`config.mk`:
```
export PLATFORM = sky130hd
export DESIGN_NAME = m68k_bus_target
export DESIGN_NICKNAME = d
export VERILOG_FILES = /design/src/rtl/m68k_bus_target.sv
export SDC_FILE = /design/constraint.sdc
export NUM_CORES = 1
export LEC_CHECK = 0
export CAP_MARGIN = 20
export CORE_ASPECT_RATIO = 0.9
export CORE_UTILIZATION = 50
export DETAILED_ROUTE_END_ITERATION = 10
export GPL_TIMING_DRIVEN = 0
export PLACE_DENSITY = 0.69
export SLEW_MARGIN = 20
export SYNTH_ARGS = -nofsm -noshare
export SYNTH_HDL_FRONTEND = slang
export SYNTH_SLANG_ARGS = --single-unit
```
`constraint.sdc`:
```
create_clock -name M68K_CLK -period 8.45 [get_ports M68K_CLK]
set_input_delay 1.69 -clock M68K_CLK [delete_from_list [all_inputs] [get_ports M68K_CLK]]
set_output_delay 1.69 -clock M68K_CLK [all_outputs]
set_load 0.01 [all_outputs]
```
`src/rtl/m68k_bus_target.sv`:
```
// 68000 bus responder: decodes a cycle against a base window and serves a small
// register file (ID word, hit counter, RW words) with programmable wait states.
module m68k_bus_target #(
    parameter logic [23:0] BASE_ADDR   = 24'hE80000,
    parameter int          ADDR_BITS   = 4,
    parameter int          WAIT_STATES = 2,
    parameter logic [15:0] ID_VALUE    = 16'h68A5,
    parameter bit          BERR_ON_RO  = 1'b1,
    parameter logic [15:0] HIT_PRELOAD = 16'h0000
) (
    input  logic        M68K_CLK,
    input  logic        M68K_RESET_n,
    input  logic [23:1] M68K_A,
    input  logic [2:0]  M68K_FC,
    input  logic        M68K_AS_n,
    input  logic        M68K_UDS_n,
    input  logic        M68K_LDS_n,
    input  logic        M68K_RW,
    input  logic [15:0] M68K_D_IN,
    output logic [15:0] M68K_D_OUT,
    output logic        M68K_D_OE,
    output logic        M68K_DTACK_n,
    output logic        M68K_BERR_n,
    output logic [15:0] HIT_COUNT
);

    localparam int NUM_WORDS = 1 << ADDR_BITS;

    typedef enum logic [2:0] {
        ST_IDLE,
        ST_DECODE,
        ST_WAIT,
        ST_ACK,
        ST_ERR,
        ST_IGNORE
    } state_t;

    state_t                 state_q, state_d;
    logic [1:0]             as_sync_q, uds_sync_q, lds_sync_q;
    logic [3:0]             wait_cnt_q, wait_cnt_d;
    logic [ADDR_BITS-1:0]   offset_q, offset_d;
    logic                   rw_q, rw_d;
    logic                   uds_q, uds_d;
    logic                   lds_q, lds_d;
    logic                   hit_q, hit_d;
    logic                   dtack_n_q, dtack_n_d;
    logic                   berr_n_q, berr_n_d;
    logic                   d_oe_q, d_oe_d;
    logic [15:0]            d_out_q, d_out_d;
    logic [15:0]            hit_count_q, hit_count_d;
    logic [15:0]            regs_q [NUM_WORDS];

    logic                   as_s, uds_s, lds_s;
    logic [ADDR_BITS-1:0]   a_off;
    logic                   addr_match;
    logic                   offset_ro;
    logic [15:0]            rd_word;
    logic                   enter_ack;
    logic                   wr_en;

    assign as_s       = as_sync_q[1];
    assign uds_s      = uds_sync_q[1];
    assign lds_s      = lds_sync_q[1];
    assign a_off      = M68K_A[ADDR_BITS:1];
    assign addr_match = (M68K_A[23:ADDR_BITS+1] == BASE_ADDR[23:ADDR_BITS+1]);
    assign offset_ro  = (offset_q[ADDR_BITS-1:1] == '0);

    // Strobes are asynchronous to our clock; everything else is stable while AS is low.
    always_ff @(posedge M68K_CLK or negedge M68K_RESET_n) begin
        if (!M68K_RESET_n) begin
            as_sync_q  <= 2'b11;
            uds_sync_q <= 2'b11;
            lds_sync_q <= 2'b11;
        end else begin
            as_sync_q  <= {as_sync_q[0], M68K_AS_n};
            uds_sync_q <= {uds_sync_q[0], M68K_UDS_n};
            lds_sync_q <= {lds_sync_q[0], M68K_LDS_n};
        end
    end

    always_comb begin
        rd_word = regs_q[a_off];
        if (a_off == '0) begin
            rd_word = ID_VALUE;
        end else if (a_off == ADDR_BITS'(1)) begin
            rd_word = hit_count_q;
        end
    end

    always_comb begin
        state_d     = state_q;
        wait_cnt_d  = wait_cnt_q;
        offset_d    = offset_q;
        rw_d        = rw_q;
        uds_d       = uds_q;
        lds_d       = lds_q;
        hit_d       = hit_q;
        dtack_n_d   = dtack_n_q;
        berr_n_d    = berr_n_q;
        d_oe_d      = d_oe_q;
        d_out_d     = d_out_q;
        hit_count_d = hit_count_q;
        enter_ack   = 1'b0;
        wr_en       = 1'b0;

        case (state_q)
            ST_IDLE: begin
                if (!as_s && (!uds_s || !lds_s)) begin
                    state_d  = ST_DECODE;
                    offset_d = a_off;
                    rw_d     = M68K_RW;
                    uds_d    = !uds_s;
                    lds_d    = !lds_s;
                    hit_d    = addr_match && (M68K_FC != 3'b111);
                    if (addr_match && (M68K_FC != 3'b111) && M68K_RW) begin
                        d_out_d = rd_word;
                        d_oe_d  = 1'b1;
                    end
                end
            end
            ST_DECODE: begin
                if (as_s) begin
                    state_d = ST_IDLE;
                    d_oe_d  = 1'b0;
                end else if (!hit_q) begin
                    state_d = ST_IGNORE;
                end else if (!rw_q && offset_ro && BERR_ON_RO) begin
                    state_d  = ST_ERR;
                    berr_n_d = 1'b0;
                end else if (WAIT_STATES == 0) begin
                    enter_ack = 1'b1;
                end else begin
                    state_d    = ST_WAIT;
                    wait_cnt_d = 4'(WAIT_STATES - 1);
                end
            end
            ST_WAIT: begin
                if (as_s) begin
                    state_d = ST_IDLE;
                    d_oe_d  = 1'b0;
                end else if (wait_cnt_q == 4'd0) begin
                    enter_ack = 1'b1;
                end else begin
                    wait_cnt_d = wait_cnt_q - 4'd1;
                end
            end
            ST_ACK: begin
                if (as_s) begin
                    state_d   = ST_IDLE;
                    dtack_n_d = 1'b1;
                    d_oe_d    = 1'b0;
                end
            end
            ST_ERR: begin
                if (as_s) begin
                    state_d  = ST_IDLE;
                    berr_n_d = 1'b1;
                end
            end
            ST_IGNORE: begin
                if (as_s) begin
                    state_d = ST_IDLE;
                end
            end
            default: begin
                state_d = ST_IDLE;
            end
        endcase

        // Side effects happen exactly once, on the edge that enters ACK.
        if (enter_ack) begin
            state_d     = ST_ACK;
            dtack_n_d   = 1'b0;
            hit_count_d = hit_count_q + 16'd1;
            wr_en       = !rw_q && !offset_ro;
        end
    end

    always_ff @(posedge M68K_CLK or negedge M68K_RESET_n) begin
        if (!M68K_RESET_n) begin
            state_q     <= ST_IDLE;
            wait_cnt_q  <= 4'd0;
            offset_q    <= '0;
            rw_q        <= 1'b1;
            uds_q       <= 1'b0;
            lds_q       <= 1'b0;
            hit_q       <= 1'b0;
            dtack_n_q   <= 1'b1;
            berr_n_q    <= 1'b1;
            d_oe_q      <= 1'b0;
            d_out_q     <= 16'h0000;
            hit_count_q <= HIT_PRELOAD;
        end else begin
            state_q     <= state_d;
            wait_cnt_q  <= wait_cnt_d;
            offset_q    <= offset_d;
            rw_q        <= rw_d;
            uds_q       <= uds_d;
            lds_q       <= lds_d;
            hit_q       <= hit_d;
            dtack_n_q   <= dtack_n_d;
            berr_n_q    <= berr_n_d;
            d_oe_q      <= d_oe_d;
            d_out_q     <= d_out_d;
            hit_count_q <= hit_count_d;
        end
    end

    always_ff @(posedge M68K_CLK or negedge M68K_RESET_n) begin
        if (!M68K_RESET_n) begin
            for (int i = 0; i < NUM_WORDS; i++) begin
                regs_q[i] <= 16'h0000;
            end
        end else if (wr_en) begin
            if (uds_q) begin
                regs_q[offset_q][15:8] <= M68K_D_IN[15:8];
            end
            if (lds_q) begin
                regs_q[offset_q][7:0] <= M68K_D_IN[7:0];
            end
        end
    end

    assign M68K_D_OUT   = d_out_q;
    assign M68K_D_OE    = d_oe_q;
    assign M68K_DTACK_n = dtack_n_q;
    assign M68K_BERR_n  = berr_n_q;
    assign HIT_COUNT    = hit_count_q;

endmodule
```
Word level (Yosys, flattened, before mapping)
Index checks and enable logic that the tools add are counted.
- register bits after elaboration: 312
- bits in latches: 0
- RAM bits: 0
- ROM bits: 0
- bits of input ports: 48
- output and inout port bits: 35
- word-level logic and storage cells: 130
- memories kept: 0
- add/sub/neg operators: 2
- $mul: 0
- div/mod/pow operators: 0
- order comparisons: 3
- equal/unequal tests: 20
- shift operators: 0
- mux-type cells: 42
- bitwise logic cells: 2
- reduce and logical (&&, ||, !) cells: 30
- operators with widths (cell ; number):
    $mux W256 ; 3
    $bwmux W256 ; 2
    $demux W16 S4 ; 2
    $mux W16 ; 5
    $bmux W16 S4 ; 1
    $mux W4 ; 5
    $eq A19 B19 Y1 const B ; 1
    $mux W3 ; 6
    $ne A2 B2 Y1 const B ; 9
    $add A16 B1 Y16 const B ; 1
    $mux W1 ; 13
    $ge A5 B5 Y1 const B ; 2
    $not A4 Y5 ; 2
    $reduce_bool A2 Y1 ; 5
    $pmux W3 S3 ; 1
    $logic_not A4 Y1 ; 2
    $mux W8 ; 1
    $pmux W4 S2 ; 1
    $eq A3 B2 Y1 const B ; 2
    $eq A3 B3 Y1 const B ; 2
    $logic_and A1 B1 Y1 ; 6
    $logic_not A3 Y1 ; 2
    $ne A3 B3 Y1 const B ; 2
    $reduce_and A2 Y1 ; 3
    15 further kinds ; 20

Depth between registers and ports, before layout
- depth after elaboration: 10
- gate-level depth with buffers: 8
- depth with buffers taken out: 6

Worst setup path after synthesis
Ideal clock, no wire load.
- path kind: input to register
- from: input port M68K_A[1] in the netlist's numbering
- to: register d_out_q[10], in the netlist M68K_D_OUT[10]
- setup time: 0.095 ns
- arrival: 3.313 ns
- setup slack: 5.041 ns
- stages on the path: 8
- buffers on the path: 4
- cell sequence: buf_2 -> buf_2 -> buf_2 -> clkbuf_1 -> nor2_1 -> a22oi_1 -> a21oi_1 -> o31ai_1
- word-level cells in the longest chain between the ends: 6
- ends and longest elaborated chain (item ; RTL line ; RTL):
    start: declaration ; 13 ; input logic [23:1] M68K_A,
    $not A4 Y5 (implied by the code) ; 82 ; rd_word = regs_q[a_off];
    $bmux W16 S4 ; 82 ;
    $mux W16 (implied by the code) (2 in a row) ; 82 ;
    $mux W16 ; 85 ; end else if (a_off == ADDR_BITS'(1)) begin
    $mux W16 * ; 83 ; if (a_off == '0) begin
    end signal: assignment ; 204 ; d_out_q <= d_out_d;
    end: declaration ; 49 ; logic [15:0] d_out_q, d_out_d;
Every way passes the cells marked *; elsewhere a longest branch is shown, timed or not. The select of a mux whose other input is x is not followed.
A chain may end at the register's enable or synchronous reset.

Worst setup path in the final report
- from: input port M68K_A[4] in the netlist's numbering
- to: register d_out_q[9], in the netlist M68K_D_OUT[9]
Same word-level chain as after synthesis.

==> impl_metrics.env <==
export IMPL_numCtsBuffers=30
export IMPL_yosys_warnings=0
export IMPL_dr_pass1_iters=5
export IMPL_final_max_slew_viol_count=0
export IMPL_finalSetupViolCount=0
export IMPL_postCtsSetupBuffers=0
export IMPL_multiInputGateArea_um2=5797
export IMPL_irDropWorstVdd_uv=140.9
export IMPL_ys_top_cells_by_area="dfrtp_1, mux2_2, mux4_2, mux2i_1, dfstp_2"
export IMPL_dr_wl_met2_mm=14.69
export IMPL_syn_area_per_cell_um2=13.72
export IMPL_design_area_um2=15730
export IMPL_die_area_um2=27390
export IMPL_cts_hold_buf=0
export IMPL_row_count=56
export IMPL_hold_viol=0
export IMPL_critPathMostFrequentCell="clkbuf_1"
export IMPL_period_minus_slack_ps=4019
export IMPL_max_slew_margin_rel_pct=21.57
export IMPL_grt_overflow_total=0
export IMPL_synth_nets=1024
export IMPL_via_per_inst=5.919
export IMPL_portBuffers=80
export IMPL_cpMaxStageDelayCell="clkdlybuf4s50_1"
export IMPL_dpl_hpwl_mm=23.44
export IMPL_dr_total_vias=8647
export IMPL_globalplace_congestion=0.8893
export IMPL_grt_setup_unrepaired="no"
export IMPL_clkLatencyLatePin_ps=560
export IMPL_post_drt_wl_per_cell_um=22.33
export IMPL_drt_initial_drc_count=603
export IMPL_fin_nets=1139
export IMPL_grtUsageTotal_pct=24.74
export IMPL_synth_top_family_by_area="multiplexers"
export IMPL_drc=0
export IMPL_tritoncts="built"
export IMPL_synth_xor_area_share_pct=0.9828
export IMPL_clk_pin_slew_ps=60
export IMPL_synth_distinct_cells=55
export IMPL_netlist_area_leader_share_pct=52.41
export IMPL_worstPathRequired_ps=8870
export IMPL_hp_class="reg2reg"
export IMPL_die_w_um=174.4
export IMPL_ctsLongestPathBuffers=3
export IMPL_grt_pass1_wl_mm=51.58
export IMPL_grt_pass1_vias=8861
export IMPL_coreArea_um2=26140
export IMPL_ios=83
export IMPL_power_uw=3095
export IMPL_synth_edf_count=0
export IMPL_critPathLaunchType="input pin"
export IMPL_synth_simple_gate_area_share_pct=7.273
export IMPL_synth_area_mux_share_pct=28.74
export IMPL_routed_wl_met3_mm=1.858
export IMPL_skew_ps=27.95
export IMPL_ys_flop_type="dfrtp_1"
export IMPL_drt_wl_total_mm=32.63
export IMPL_start_util_pct=51.15
export IMPL_critPathCaptureType="flip-flop"
export IMPL_cts_num_sinks=289
export IMPL_status="complete, no violations"
export IMPL_grt_antenna_before_repair=0
export IMPL_top_layer="met4"
export IMPL_r2r_slack_ps=5220
export IMPL_path_max_fanout=10
export IMPL_drive_gt1_share_pct=34.95
export IMPL_whs_path_depth=0
export IMPL_grt_max_degree=84
export IMPL_worst_pin_slew_ps=1174
export IMPL_antenna_cells=0
export IMPL_final_setup_tns_ps=0
export IMPL_powerDensity_nw_per_um2=196.8
export IMPL_cts_root_buffer="clkbuf_16"
export IMPL_fillers=2058
export IMPL_synth_seq_area_share_pct=54.18
export IMPL_synth_most_common_cell="dfrtp_1"
export IMPL_syn2layout_area_growth_pct=17.66
export IMPL_fmax_mhz=248.8
export IMPL_cp_cell_sequence="clkdlybuf4s50_1, clkbuf_1, clkinv_1, clkbuf_1, buf_1, a21oi_1, o31ai_1"
export IMPL_ys_async_sr_fraction_pct=100.0
export IMPL_ys_ff_latch=289
export IMPL_crit_type="in2reg"
export IMPL_syn_inst=974
export IMPL_leakagePower_uw=0.006799
export IMPL_yosys_area_share_adder_pct=0.1872
export IMPL_syn_cell_area_um2=13370
export IMPL_met1_length_mm=15.20
export IMPL_hold_ws_ps=355.9
export IMPL_synth_compound_area_share_pct=6.177
export IMPL_die_h_um=157.1
export IMPL_detail_route_antenna_nets=0
export IMPL_htreeDepth=1
export IMPL_maxCapViolations=0
export IMPL_cts_resized=0
export IMPL_finalCritPeriodShare_pct=47.57
export IMPL_place_area_um2=14690
export IMPL_ff2ff_path_depth=8
export IMPL_synth_largest_area_cell="dfrtp_1"
export IMPL_yosys_top_cells_count="dfrtp_1, mux2_2, clkbuf_1"
export IMPL_seqCellArea_um2=7243
export IMPL_cpPeakStageDelay_ps=540
export IMPL_arrival_ps=4440
-- report_power, final --
| group | total (µW) | switching [µW] | internal [µW] |
|---|---|---|---|
| Sequential | 1460 | 29.6 | 1430 |
| Clock | 1360 | 542 | 815 |
| Combinational | 276 | 163 | 113 |
| Total | 3100 | 734 | 2360 |
-- path summary, 6_finish.rpt --
check                                          startpoint                        end
worst max-delay path                            M68K_A[4]  M68K_D_OUT[9]$_DFFE_PN0P_
worst min-delay path               as_sync_q[0]$_DFF_PN1_     as_sync_q[1]$_DFF_PN1_
worst max register to register  wait_cnt_q[0]$_DFFE_PN0P_     regs_q[52]$_DFFE_PN0P_
worst min register to register     as_sync_q[0]$_DFF_PN1_     as_sync_q[1]$_DFF_PN1_
max in group asynchronous                    M68K_RESET_n     regs_q[35]$_DFFE_PN0P_
min in group asynchronous                    M68K_RESET_n    regs_q[250]$_DFFE_PN0P_
-- through the flow --
stage | cells | util, % | setup slack, ps
2_1_floorplan | 974 | - | 5041
3_3_place_gp | 1402 | 55.88 | -6883
3_5_place_dp | 1405 | 56.21 | 3914
4_1_cts | 1461 | 60.18 | 4495
5_1_grt | 1461 | 60.18 | 4432
6_report | 1461 | 60.18 | 4431
-- area by class of cell --
cell class              count  share of cell area [%]
plain buffers              72                   1.846
multi-input cells         603                   36.85
clock buffers              44                   5.879
inverters                  10                  0.2386
well taps                 348                   2.768
clock inverters            12                  0.7159
flip-flops and latches    289                   46.05
repair buffers             83                   5.648
-- per-layer routing --
metal | track usage, % | vias up
met2 | 38.30 | 258
met1 | 36.30 | 4498
met4 | 7.018 | 0
li1 | - | 3834
met5 | 0 | -
met3 | 3.768 | 57
-- sequential cells by signal, indices dropped and copies added, names as in the netlist, 2 cells and up --
name	flops
lds_sync_q	2
offset_q	4
uds_sync_q	2
as_sync_q	2
state_q	3
wait_cnt_q	4
M68K_D_OUT	16
regs_q	233
HIT_COUNT	16
-- worst max-delay path: cells and delay by family --
kind	cells	cell delay (ps)
buffers and inverters	5	2120
AO/OA/AOI/OAI	2	630
-- placed cells by master, fill, tap and decap left out, drive strengths merged, types with 3 or more instances in the layout --
master           n
o31ai           24
nand3            8
xor2             9
a22oi           20
nor4            14
clkinv          11
a31o             9
mux2           243
or2              3
mux4            30
nand4            3
nand2b           9
dfstp            9
or4              3
inv              8
o221ai           9
dfrtp          280
mux2i           43
nor3b            3
a311oi           7
nor2            21
a2111oi          9
o21ai            6
buf             22
nand2           63
a21oi           14
nor3            18
o2bb2ai          7
clkbuf          98
clkdlybuf4s50   79
xnor2            6
-- kinds of logic (layout without fill, tap and decap cells) --
| family | count (synthesis) | in the layout |
|---|---|---|
| and+or+nand+nor | 160 | 160 |
| AOI/OAI and AO/OA | 110 | 110 |
| adders and majority gates | 2 | 2 |
| muxes | 316 | 316 |
| DFF | 289 | 289 |
| xor gates and xnor gates | 15 | 15 |
| buffers and inverters | 82 | 221 |
Note: power is estimated with default switching activity, not from simulation.
